<file path="src/rtl/axis_width_packer_pkg.sv">
// Shared helpers for the width packer: ceiling log2 and the layout of one
// FIFO beat entry, packed as {last, strb, data} from MSB to LSB.
package axis_pack_pkg;

   // Ceiling log2. Returns 0 for values of 0 or 1.
   function automatic int clog2(input int value);
      int r;
      r = 0;
      while ((1 << r) < value) r++;
      return r;
   endfunction

   // The data field starts at bit 0 of an entry.
   localparam int DATA_LSB = 0;

   // Entry width: data + one strobe bit per byte + the last flag.
   function automatic int entry_w(input int out_width);
      return out_width + out_width / 8 + 1;
   endfunction

   // The strobe field sits directly above the data field.
   function automatic int strb_lsb(input int out_width);
      return out_width;
   endfunction

   // The last flag is the MSB of the entry.
   function automatic int last_bit(input int out_width);
      return out_width + out_width / 8;
   endfunction

endpackage

</file>
<file path="src/rtl/sync_fifo_fwft.sv">
// Single-clock first-word-fall-through FIFO. The head entry is read
// combinationally from storage, so it is valid whenever count is non-zero.
// Pushes while full and pops while empty are ignored.
module sync_fifo_fwft
   import axis_pack_pkg::*;
#(
   parameter int WIDTH = 37,
   parameter int DEPTH = 16
) (
   input  logic                   clk,
   input  logic                   rst_n,
   input  logic                   push,
   input  logic [WIDTH-1:0]       push_data,
   input  logic                   pop,
   output logic [WIDTH-1:0]       head_data,
   output logic [clog2(DEPTH):0]  count,
   output logic                   full,
   output logic                   empty
);

   localparam int AW = clog2(DEPTH);
   localparam int CW = AW + 1;

   logic [WIDTH-1:0] mem [DEPTH];
   logic [AW-1:0]    wr_ptr;
   logic [AW-1:0]    rd_ptr;
   logic             do_push;
   logic             do_pop;

   assign full      = (count == CW'(DEPTH));
   assign empty     = (count == '0);
   assign do_push   = push && !full;
   assign do_pop    = pop && !empty;
   assign head_data = mem[rd_ptr];

   // Storage write; contents are don't-care after reset so no reset here.
   always_ff @(posedge clk) begin
      if (do_push) mem[wr_ptr] <= push_data;
   end

   // Pointers wrap naturally at DEPTH; count tracks occupancy.
   always_ff @(posedge clk) begin
      if (!rst_n) begin
         wr_ptr <= '0;
         rd_ptr <= '0;
         count  <= '0;
      end else begin
         if (do_push) wr_ptr <= wr_ptr + AW'(1);
         if (do_pop)  rd_ptr <= rd_ptr + AW'(1);
         case ({do_push, do_pop})
            2'b10:   count <= count + CW'(1);
            2'b01:   count <= count - CW'(1);
            default: count <= count;
         endcase
      end
   end

endmodule

</file>
<file path="src/rtl/axis_width_packer.sv">
// Packs RATIO narrow input words into one AXI-Stream beat, frames packets
// with tlast every PKT_LEN beats or on flush, and buffers the beats in a
// FWFT FIFO feeding the stream master port.
//
// Handshake: the master port follows strict AXI-Stream valid/ready rules.
// A beat transfers on any rising edge where tvalid and tready are both high.
// tvalid never depends on tready, and once tvalid is high the payload
// (tdata/tstrb/tlast) holds steady until the transfer happens.
module axis_width_packer
   import axis_pack_pkg::*;
#(
   parameter int IN_WIDTH = 16,
   parameter int RATIO    = 2,
   parameter int DEPTH    = 16,
   parameter int PKT_LEN  = 256
) (
   input  logic                            m00_axis_aclk,
   input  logic                            m00_axis_aresetn,
   input  logic                            wr_en,
   input  logic [IN_WIDTH-1:0]             wr_data,
   input  logic                            wr_flush,
   output logic                            wr_full,
   output logic                            overflow,
   output logic [clog2(DEPTH):0]           fifo_count,
   output logic [IN_WIDTH*RATIO-1:0]       m00_axis_tdata,
   output logic [IN_WIDTH*RATIO/8-1:0]     m00_axis_tstrb,
   output logic                            m00_axis_tlast,
   output logic                            m00_axis_tvalid,
   input  logic                            m00_axis_tready
);

   localparam int OUT_WIDTH = IN_WIDTH * RATIO;
   localparam int STRB_W    = OUT_WIDTH / 8;
   localparam int IN_STRB_W = IN_WIDTH / 8;
   localparam int LANE_W    = (RATIO > 1) ? clog2(RATIO) : 1;
   localparam int BCNT_W    = (PKT_LEN > 1) ? clog2(PKT_LEN) : 1;
   localparam int ENTRY_W   = entry_w(OUT_WIDTH);
   localparam int STRB_LSB  = strb_lsb(OUT_WIDTH);
   localparam int LAST_BIT  = last_bit(OUT_WIDTH);

   localparam logic [LANE_W-1:0] LANE_MAX = LANE_W'(RATIO - 1);
   localparam logic [BCNT_W-1:0] BEAT_MAX = BCNT_W'(PKT_LEN - 1);

   logic [LANE_W-1:0]    lane;
   logic [OUT_WIDTH-1:0] acc_data;
   logic [STRB_W-1:0]    acc_strb;
   logic [BCNT_W-1:0]    beat_cnt;

   logic                 accept;
   logic                 flush_ok;
   logic                 close;
   logic                 beat_last;
   logic [OUT_WIDTH-1:0] word_data;
   logic [STRB_W-1:0]    word_strb;
   logic [ENTRY_W-1:0]   push_entry;
   logic [ENTRY_W-1:0]   head_entry;
   logic                 fifo_full;
   logic                 fifo_empty;
   logic                 pop;

   // A flush is only honoured when the FIFO can take the closing beat.
   assign accept   = wr_en && !wr_full;
   assign flush_ok = wr_flush && !wr_full;

   // Accumulator contents as they would be after including this cycle's word.
   always_comb begin
      word_data = acc_data;
      word_strb = acc_strb;
      for (int i = 0; i < RATIO; i++) begin
         if (accept && (lane == LANE_W'(i))) begin
            word_data[i*IN_WIDTH +: IN_WIDTH]   = wr_data;
            word_strb[i*IN_STRB_W +: IN_STRB_W] = '1;
         end
      end
   end

   // Close the beat on a full accumulator, or on flush when anything is held.
   always_comb begin
      close      = (accept && (lane == LANE_MAX)) || (flush_ok && (|word_strb));
      beat_last  = (beat_cnt == BEAT_MAX) || flush_ok;
      push_entry = {beat_last, word_strb, word_data};
   end

   // Accumulator, lane index, packet beat counter and sticky drop flag.
   always_ff @(posedge m00_axis_aclk) begin
      if (!m00_axis_aresetn) begin
         lane     <= '0;
         acc_data <= '0;
         acc_strb <= '0;
         beat_cnt <= '0;
         overflow <= 1'b0;
      end else begin
         if (close) begin
            lane     <= '0;
            acc_data <= '0;
            acc_strb <= '0;
            beat_cnt <= beat_last ? '0 : beat_cnt + BCNT_W'(1);
         end else if (accept) begin
            lane     <= lane + LANE_W'(1);
            acc_data <= word_data;
            acc_strb <= word_strb;
         end
         if ((wr_en && wr_full) || (wr_flush && wr_full && (|acc_strb)))
            overflow <= 1'b1;
      end
   end

   sync_fifo_fwft #(
      .WIDTH (ENTRY_W),
      .DEPTH (DEPTH)
   ) u_fifo (
      .clk       (m00_axis_aclk),
      .rst_n     (m00_axis_aresetn),
      .push      (close),
      .push_data (push_entry),
      .pop       (pop),
      .head_data (head_entry),
      .count     (fifo_count),
      .full      (fifo_full),
      .empty     (fifo_empty)
   );

   assign wr_full         = fifo_full;
   assign m00_axis_tvalid = !fifo_empty;
   assign pop             = m00_axis_tvalid && m00_axis_tready;

   // Payload is forced to zero while idle so stale storage never shows.
   assign m00_axis_tdata = m00_axis_tvalid ? head_entry[DATA_LSB +: OUT_WIDTH] : '0;
   assign m00_axis_tstrb = m00_axis_tvalid ? head_entry[STRB_LSB +: STRB_W] : '0;
   assign m00_axis_tlast = m00_axis_tvalid && head_entry[LAST_BIT];

endmodule

</file>
<file path="config.mk">
export PLATFORM = sky130hd
export DESIGN_NAME = axis_width_packer
export DESIGN_NICKNAME = d
export VERILOG_FILES = /design/src/rtl/axis_width_packer_pkg.sv /design/src/rtl/sync_fifo_fwft.sv /design/src/rtl/axis_width_packer.sv
export SDC_FILE = /design/constraint.sdc
export NUM_CORES = 1
export LEC_CHECK = 0
export CORE_MARGIN = 10
export CORE_UTILIZATION = 59
export CTS_CLUSTER_DIAMETER = 80
export DETAILED_ROUTE_END_ITERATION = 6
export PLACE_DENSITY = 0.77
export SLEW_MARGIN = 25
export SYNTH_ARGS = -nofsm -noshare
export SYNTH_HDL_FRONTEND = slang
export SYNTH_SLANG_ARGS = --single-unit
</file>
<file path="constraint.sdc">
create_clock -name m00_axis_aclk -period 5.85 [get_ports m00_axis_aclk]
set_input_delay 1.17 -clock m00_axis_aclk [delete_from_list [all_inputs] [get_ports m00_axis_aclk]]
set_output_delay 1.17 -clock m00_axis_aclk [all_outputs]
set_load 0.02 [all_outputs]
</file>
==> results of run 1 <==
-- flip-flops by register name, summed over array words and instances (netlist names), named ones only --
register and flops:
acc_data 32, acc_strb 4, beat_cnt 8, lane 1, overflow 1, u_fifo.count 5, u_fifo.mem 592, u_fifo.rd_ptr 4
u_fifo.wr_ptr 4
-- critical path, cell delays in order, from the launching register on --
cell and delay [ps]:
sky130_fd_sc_hd__dfxtp_1 420, sky130_fd_sc_hd__or4_4 630, sky130_fd_sc_hd__nor2_1 170, sky130_fd_sc_hd__or2_2 670, sky130_fd_sc_hd__buf_4 370, sky130_fd_sc_hd__o22ai_1 140
sky130_fd_sc_hd__clkdlybuf4s50_1 610
-- layer usage --
layer | part of all wire | wire [um] | vias up
met5 | 0 | 0 | -
met4 | 0.020 | 1040 | 0
met3 | 0.076 | 3990 | 70
met2 | 0.49 | 25400 | 513
met1 | 0.42 | 21900 | 6383
li1 | - | - | 5208
-- power groups by stage --
stage                     Clock (mW)  Combinational (mW)  Sequential, mW
after floorplan                    0                1.82            5.65
after global placement             0                2.71            5.72
after detailed placement           0                2.75            5.73
after CTS                       4.01                2.77            5.64
after global routing            4.21                2.94            5.65
final                           3.95                2.73            5.63
-- synth_stat cells (8+ instances only) --
cell,number
sky130_fd_sc_hd__nor2_1,30
sky130_fd_sc_hd__a21oi_1,10
sky130_fd_sc_hd__dfxtp_1,63
sky130_fd_sc_hd__ha_1,10
sky130_fd_sc_hd__mux2i_1,77
sky130_fd_sc_hd__clkbuf_1,35
sky130_fd_sc_hd__mux2_4,8
sky130_fd_sc_hd__edfxtp_1,592
sky130_fd_sc_hd__inv_1,12
sky130_fd_sc_hd__nand3_1,10
sky130_fd_sc_hd__buf_2,19
sky130_fd_sc_hd__mux4_2,148
sky130_fd_sc_hd__o22ai_1,37
sky130_fd_sc_hd__nand2_1,13
sky130_fd_sc_hd__mux2_2,24
sky130_fd_sc_hd__and2_1,34
-- kinds of logic (layout without fill, tap and decap cells) --
kind of cell,Yosys count,after routing,share of synthesized area
AO/OA/AOI/OAI,81,81,0.0222
XOR/XNOR,7,7,0.00242
adder cells (fa/ha/maj),10,10,0.00494
buffers and inverters,78,230,0.0137
flip-flops,655,655,0.752
multiplexers,257,257,0.178
AND/OR/NAND/NOR,124,124,0.0268
-- cells in the final DEF (no fill, tap or decap), types with 4 or more instances in the layout --
| master | synthesis | final |
|---|---|---|
| sky130_fd_sc_hd__and2_1 | 34 | 34 |
| sky130_fd_sc_hd__edfxtp_1 | 592 | 592 |
| sky130_fd_sc_hd__clkbuf_1 | 35 | 19 |
| sky130_fd_sc_hd__o21ai_0 | 5 | 5 |
| sky130_fd_sc_hd__a211o_1 | 4 | 4 |
| sky130_fd_sc_hd__mux4_2 | 148 | 148 |
| sky130_fd_sc_hd__or2_2 | 4 | 4 |
| sky130_fd_sc_hd__o211ai_1 | 5 | 5 |
| sky130_fd_sc_hd__buf_4 | 0 | 31 |
| sky130_fd_sc_hd__mux2i_1 | 77 | 77 |
| sky130_fd_sc_hd__nor2_4 | 0 | 12 |
| sky130_fd_sc_hd__clkbuf_16 | 0 | 64 |
| sky130_fd_sc_hd__clkinv_2 | 0 | 13 |
| sky130_fd_sc_hd__mux2_2 | 24 | 24 |
| sky130_fd_sc_hd__nor2_1 | 30 | 17 |
| sky130_fd_sc_hd__nand3_1 | 10 | 10 |
| sky130_fd_sc_hd__and3_1 | 6 | 6 |
| sky130_fd_sc_hd__nand2_1 | 13 | 13 |
| sky130_fd_sc_hd__dfxtp_1 | 63 | 60 |
| sky130_fd_sc_hd__ha_1 | 10 | 10 |
| sky130_fd_sc_hd__nor3_2 | 0 | 4 |
| sky130_fd_sc_hd__o22ai_1 | 37 | 37 |
| sky130_fd_sc_hd__xor2_1 | 6 | 6 |
| sky130_fd_sc_hd__nand4_1 | 4 | 4 |
| sky130_fd_sc_hd__a21oi_1 | 10 | 10 |
| sky130_fd_sc_hd__mux2_4 | 8 | 8 |
| sky130_fd_sc_hd__clkdlybuf4s50_1 | 0 | 65 |
| sky130_fd_sc_hd__bufinv_16 | 0 | 6 |
| sky130_fd_sc_hd__nand2b_1 | 5 | 5 |
| sky130_fd_sc_hd__inv_1 | 12 | 12 |
| sky130_fd_sc_hd__clkinv_1 | 2 | 8 |
-- metrics by stage --
stage	worst slack, ps	hold WS (ps)	std cells	instance area (um2)	utilization
2_1_floorplan	959	456	1212	25300	-
3_3_place_gp	1490	435	1786	26800	0.635
3_5_place_dp	1390	443	1787	26800	0.636
4_1_cts	1030	456	1903	28800	0.684
5_1_grt	895	477	1903	28800	0.684
6_report	1040	450	1903	28800	0.684
-- path summary, 6_finish.rpt --
path | to | slack (ps) | depth (start not counted)
worst max-delay path | m00_axis_tdata[0] | 1040 | 6
worst min-delay path | overflow$_SDFFE_PN0P_ | 450 | 2
worst max register to register | u_fifo.count[2]$_SDFFE_PN0P_ | 2630 | 10
worst min register to register | overflow$_SDFFE_PN0P_ | 450 | 2
-- area by class of cell --
class | count | area, um2
Clock buffer | 86 | 1710
Clock inverter | 30 | 313
Fill cell | 2555 | 13300
Inverter | 14 | 52.6
Multi-Input combinational cell | 479 | 6050
Sequential cell | 655 | 19000
Tap cell | 539 | 674
Timing Repair Buffer | 100 | 955
==> flow_metrics.tcl, run 1 <==
set metrics [dict create \
    post_route_cells_drive_above_1_share 0.247 \
    iter_0_drt_violations 1358 \
    cts_buffers 61 \
    timing.critical_path.to_type "primary output" \
    fp.dieArea_um2 51600 \
    setup_total_negative_slack_ps 0 \
    drt-total-wl_um 52300 \
    worst_clock_skew_ps 18.3 \
    ys_warn_count 0 \
    io_buffer_count 65 \
    critical_path.startpoint_type "flop" \
    drtAntennaViolNets 0 \
    grt_overflow 0 \
    cts_root_buf "sky130_fd_sc_hd__clkbuf_16" \
    die_y_um 227 \
    cts-resized-gates 0 \
    rr_startpoint "u_fifo.count[1]$_SDFFE_PN0P_" \
    class_of_the_most_critical_hold_timing_path "flop to flop" \
    power.ir.vdd_worst_uv 321 \
    combinationalPowerShare 0.222 \
    synth-seq-area-share 0.752 \
    groute.layer.met2.usage 0.326 \
    dominantRegCellSynth "sky130_fd_sc_hd__edfxtp_1" \
    antenna_cells 0 \
    finalHoldViolations 0 \
    syn_avg_cell_area_um2 20.9 \
    critical_path_arrival_ps 3640 \
    routed-via-count 12200 \
    max_freq_mhz 208 \
    final-max-slew-violation-count 0 \
    chipWidth_um 227 \
    report.final.setup_viol 0 \
    critPathRequiredTime_ps 4680 \
    clockPowerShare 0.321 \
    async_flop_share 0 \
    grt.total_usage 0.208 \
    clock_input_transition_at_the_sequential_cells_of_the_worst_setup_and_hold_paths_ps 60 \
    drc 0 \
    internal_power_mw 9.00 \
    post-synth-top-area-cell "sky130_fd_sc_hd__edfxtp_1" \
    min_tclk_post_route_ps 4810 \
    synth-edff-count 592 \
    grt_max_degree 56 \
    nNetsFinal 1342 \
    worst_hold_startpoint "overflow$_SDFFE_PN0P_" \
    gr-usage-met1 0.296 \
    pwr_density_cell_nw_per_um2 427 \
    grt_use_met3 0.0408 \
    rows 75 \
    criticalPathCategory "flop to primary output" \
    total_power_mw 12.3 \
    clockBufferDepth 3 \
    leak_pwr_nw 9.10 \
    synth_top_cells_by_area "sky130_fd_sc_hd__edfxtp_1, sky130_fd_sc_hd__mux4_2, sky130_fd_sc_hd__dfxtp_1" \
    seq_cells_post_synth 655 \
    rsz0062_at_grt "false" \
    worstSkewPairLatency_ps 620 \
    cts.sink_count 655 \
    synth.lib_cells_used.distinct 54 \
    syn-cell-area_um2 25300 \
    cts.hold.buffers_added 0 \
    outcome "finished, final reports clean" \
    grt_pass1_wl_um 79100 \
    floorplan.initialDensity 0.601 \
    post_drt_wl_per_cell_um 27.5 \
    pin_count 66 \
    share_of_total_power_in_sequential_cells 0.458 \
    tightest_slew_ps 982 \
    synth_top_area_share 0.702 \
    globalRoute.busiestLayer "met2" \
    coreArea_um2 42100 \
    antenna_found_initial 0 \
    critical_path_peak_fanout 24 \
    post_drt_via_cell_ratio 6.40 \
    power.net_switching_mw 3.31 \
    clock_tree.htree_level_count 2 \
    synth_fp_nets 1243 \
    dr.pass1.iters 5 \
    syn-instance-count 1212 \
    cts_tree "built" \
    sw_frac_of_total 0.269 \
    cts_setup_buffers 0 \
    final_replace_weighted_congestion 0.820 \
    cap_viol_max_count 0 \
    finalCritPeriodShare 0.823 \
    worst_slew_margin_rel 0.344 \
    post-dp-hpwl_um 30300 \
    grt_pass1_vias 12400 \
    synthToLayoutAreaGrowth_pct 13.8 \
    cp-startpoint "u_fifo.count[1]$_SDFFE_PN0P_" \
]
Note: power is estimated with default switching activity, not from simulation.
==> inputs of run 2 (changes only) <==
Clock period 5.85 ns to 4.8 ns, I/O delays scaled along.
==> flow_metrics.tcl, run 2 (synthesis gave the netlist of run 1 again) <==
set metrics [dict create \
    outcome "finished, final reports clean" \
    grt_pass1_vias 12700 \
    grt_overflow 0 \
    critical_path.startpoint_type "flop" \
    coreArea_um2 42100 \
    grt_pass1_wl_um 81900 \
    cts_buffers 61 \
    cts-resized-gates 0 \
    report.final.setup_viol 0 \
    post_drt_wl_per_cell_um 28.7 \
    rows 75 \
    cts.sink_count 655 \
    die_y_um 227 \
    rsz0062_at_grt "false" \
    antenna_found_initial 0 \
    worst_slew_margin_rel 0.259 \
    grt.total_usage 0.217 \
    antenna_cells 0 \
    cts_root_buf "sky130_fd_sc_hd__clkbuf_16" \
    flip_flop_count_of_the_largest_register_all_copies_and_words_added 592 \
    cts_tree "built" \
    grt_max_degree 61 \
    top_registers "u_fifo.mem: 592 flops, acc_data: 32 flops, beat_cnt: 8 flops" \
    clockBufferDepth 3 \
    commonest_cells_after_routing_fill_and_taps_aside "sky130_fd_sc_hd__edfxtp_1, sky130_fd_sc_hd__mux4_2, sky130_fd_sc_hd__mux2i_1" \
    power.ir.vdd_worst_uv 556 \
    total_power_mw 14.9 \
    clock_tree.htree_level_count 2 \
    worst_clock_skew_ps 26.2 \
    tightest_slew_ps 1110 \
    crit_buf_inv 2 \
    cap_viol_max_count 0 \
    pin_count 66 \
    critical_path_arrival_ps 3430 \
    fp.dieArea_um2 51600 \
    postLayoutCoreUtil 0.687 \
    drtAntennaViolNets 0 \
    critical_path_peak_fanout 16 \
    cpPeakStageDelay_ps 640 \
    routed-via-count 12300 \
    class_of_the_most_critical_hold_timing_path "flop to flop" \
    post-dp-hpwl_um 29700 \
    max_flop_register "u_fifo.mem" \
    min_tclk_post_route_ps 4390 \
    cpLargestDelayFamily "simple AND/OR/NAND/NOR gates" \
    post_drt_via_cell_ratio 6.47 \
    floorplan.initialDensity 0.601 \
    worstSkewPairLatency_ps 620 \
    nNetsFinal 1346 \
    critPathRequiredTime_ps 3840 \
    drt-total-wl_um 54700 \
    pwr_density_cell_nw_per_um2 515 \
    setup_total_negative_slack_ps 0 \
    dr.pass1.iters 5 \
    cts_setup_buffers 0 \
    finalCritPeriodShare 0.915 \
    max_freq_mhz 228 \
    chipWidth_um 227 \
    finalHoldViolations 0 \
    finish.cell_count_without_fillers 1906 \
    clock_input_transition_at_the_sequential_cells_of_the_worst_setup_and_hold_paths_ps 60 \
    post_route_cells_drive_above_1_share 0.252 \
    timing.critical_path.to_type "primary output" \
    slowest_stage "sky130_fd_sc_hd__or4_4" \
    final-max-slew-violation-count 0 \
    iter_0_drt_violations 1365 \
    cts.hold.buffers_added 0 \
    criticalPathCategory "flop to primary output" \
    synthToLayoutAreaGrowth_pct 14.4 \
    final_replace_weighted_congestion 0.782 \
    fin_area_um2 28900 \
    layout_commonest_cell "sky130_fd_sc_hd__edfxtp_1" \
    placed_cells_incl_taps 1790 \
    drc 0 \
    io_buffer_count 65 \
    detailed_place.area_um2 27000 \
    crit_path_cell_trace "or4_4 -> nor2_1 -> or2_2 -> buf_4 -> o22ai_1 -> clkdlybuf4s50_1" \
    leak_pwr_nw 9.13 \
]
-- run 2: changes by cell type in the layout (fill, tap and decap cells not counted), moves of 5 or more --
| cell | change |
|---|---|
| sky130_fd_sc_hd__buf_12 | +14 |
| sky130_fd_sc_hd__buf_4 | -10 |
| sky130_fd_sc_hd__clkbuf_1 | -7 |
| sky130_fd_sc_hd__clkinv_2 | +5 |
-- run 2: report_power, final --
group | switching (mW) | internal, mW | total [mW] | leakage, nW
Combinational | 1.91 | 1.49 | 3.41 | 2.20
Clock | 2.03 | 2.64 | 4.67 | 0.964
Sequential | 0.157 | 6.67 | 6.83 | 5.97
-- run 2: cell type report --
type                       count  area [um2]
inverter                      14        52.6
tap                          539         674
multi-input combinational    479        6050
clock inverter                36         285
sequential                   655       19000
timing repair buffer         104        1180
fill                        2472       13200
clock buffer                  79        1650
-- run 2: worst paths after layout --
kind	start	cells after the start	slack (ps)	end
worst min register to register	overflow$_SDFFE_PN0P_	2	450	overflow$_SDFFE_PN0P_
worst min-delay path	overflow$_SDFFE_PN0P_	2	450	overflow$_SDFFE_PN0P_
worst max-delay path	u_fifo.count[1]$_SDFFE_PN0P_	6	410	m00_axis_tdata[11]
worst max register to register	u_fifo.count[1]$_SDFFE_PN0P_	10	1620	u_fifo.count[4]$_SDFFE_PN0P_
-- run 2: metrics by stage --
step / hold WS, ps / worst slack (ps)
6_report: 455 / 409
5_1_grt: 492 / 333
4_1_cts: 454 / 417
3_5_place_dp: 442 / 789
3_3_place_gp: 436 / 926
2_1_floorplan: 456 / 119
-- run 2: worst min-delay path, cell delays in order, from the launching register on --
cell and delay [ps]:
sky130_fd_sc_hd__dfxtp_1 310, sky130_fd_sc_hd__inv_1 50, sky130_fd_sc_hd__a21oi_1 50
-- run 2: metal layers --
metal,vias up,GRT usage,wire length (um),part of all wire
met3,87,0.0429,4760,0.087
met5,-,0,0,0
met1,6444,0.300,21600,0.39
met2,588,0.348,27000,0.49
met4,0,0.0649,1330,0.024
li1,5207,-,-,-
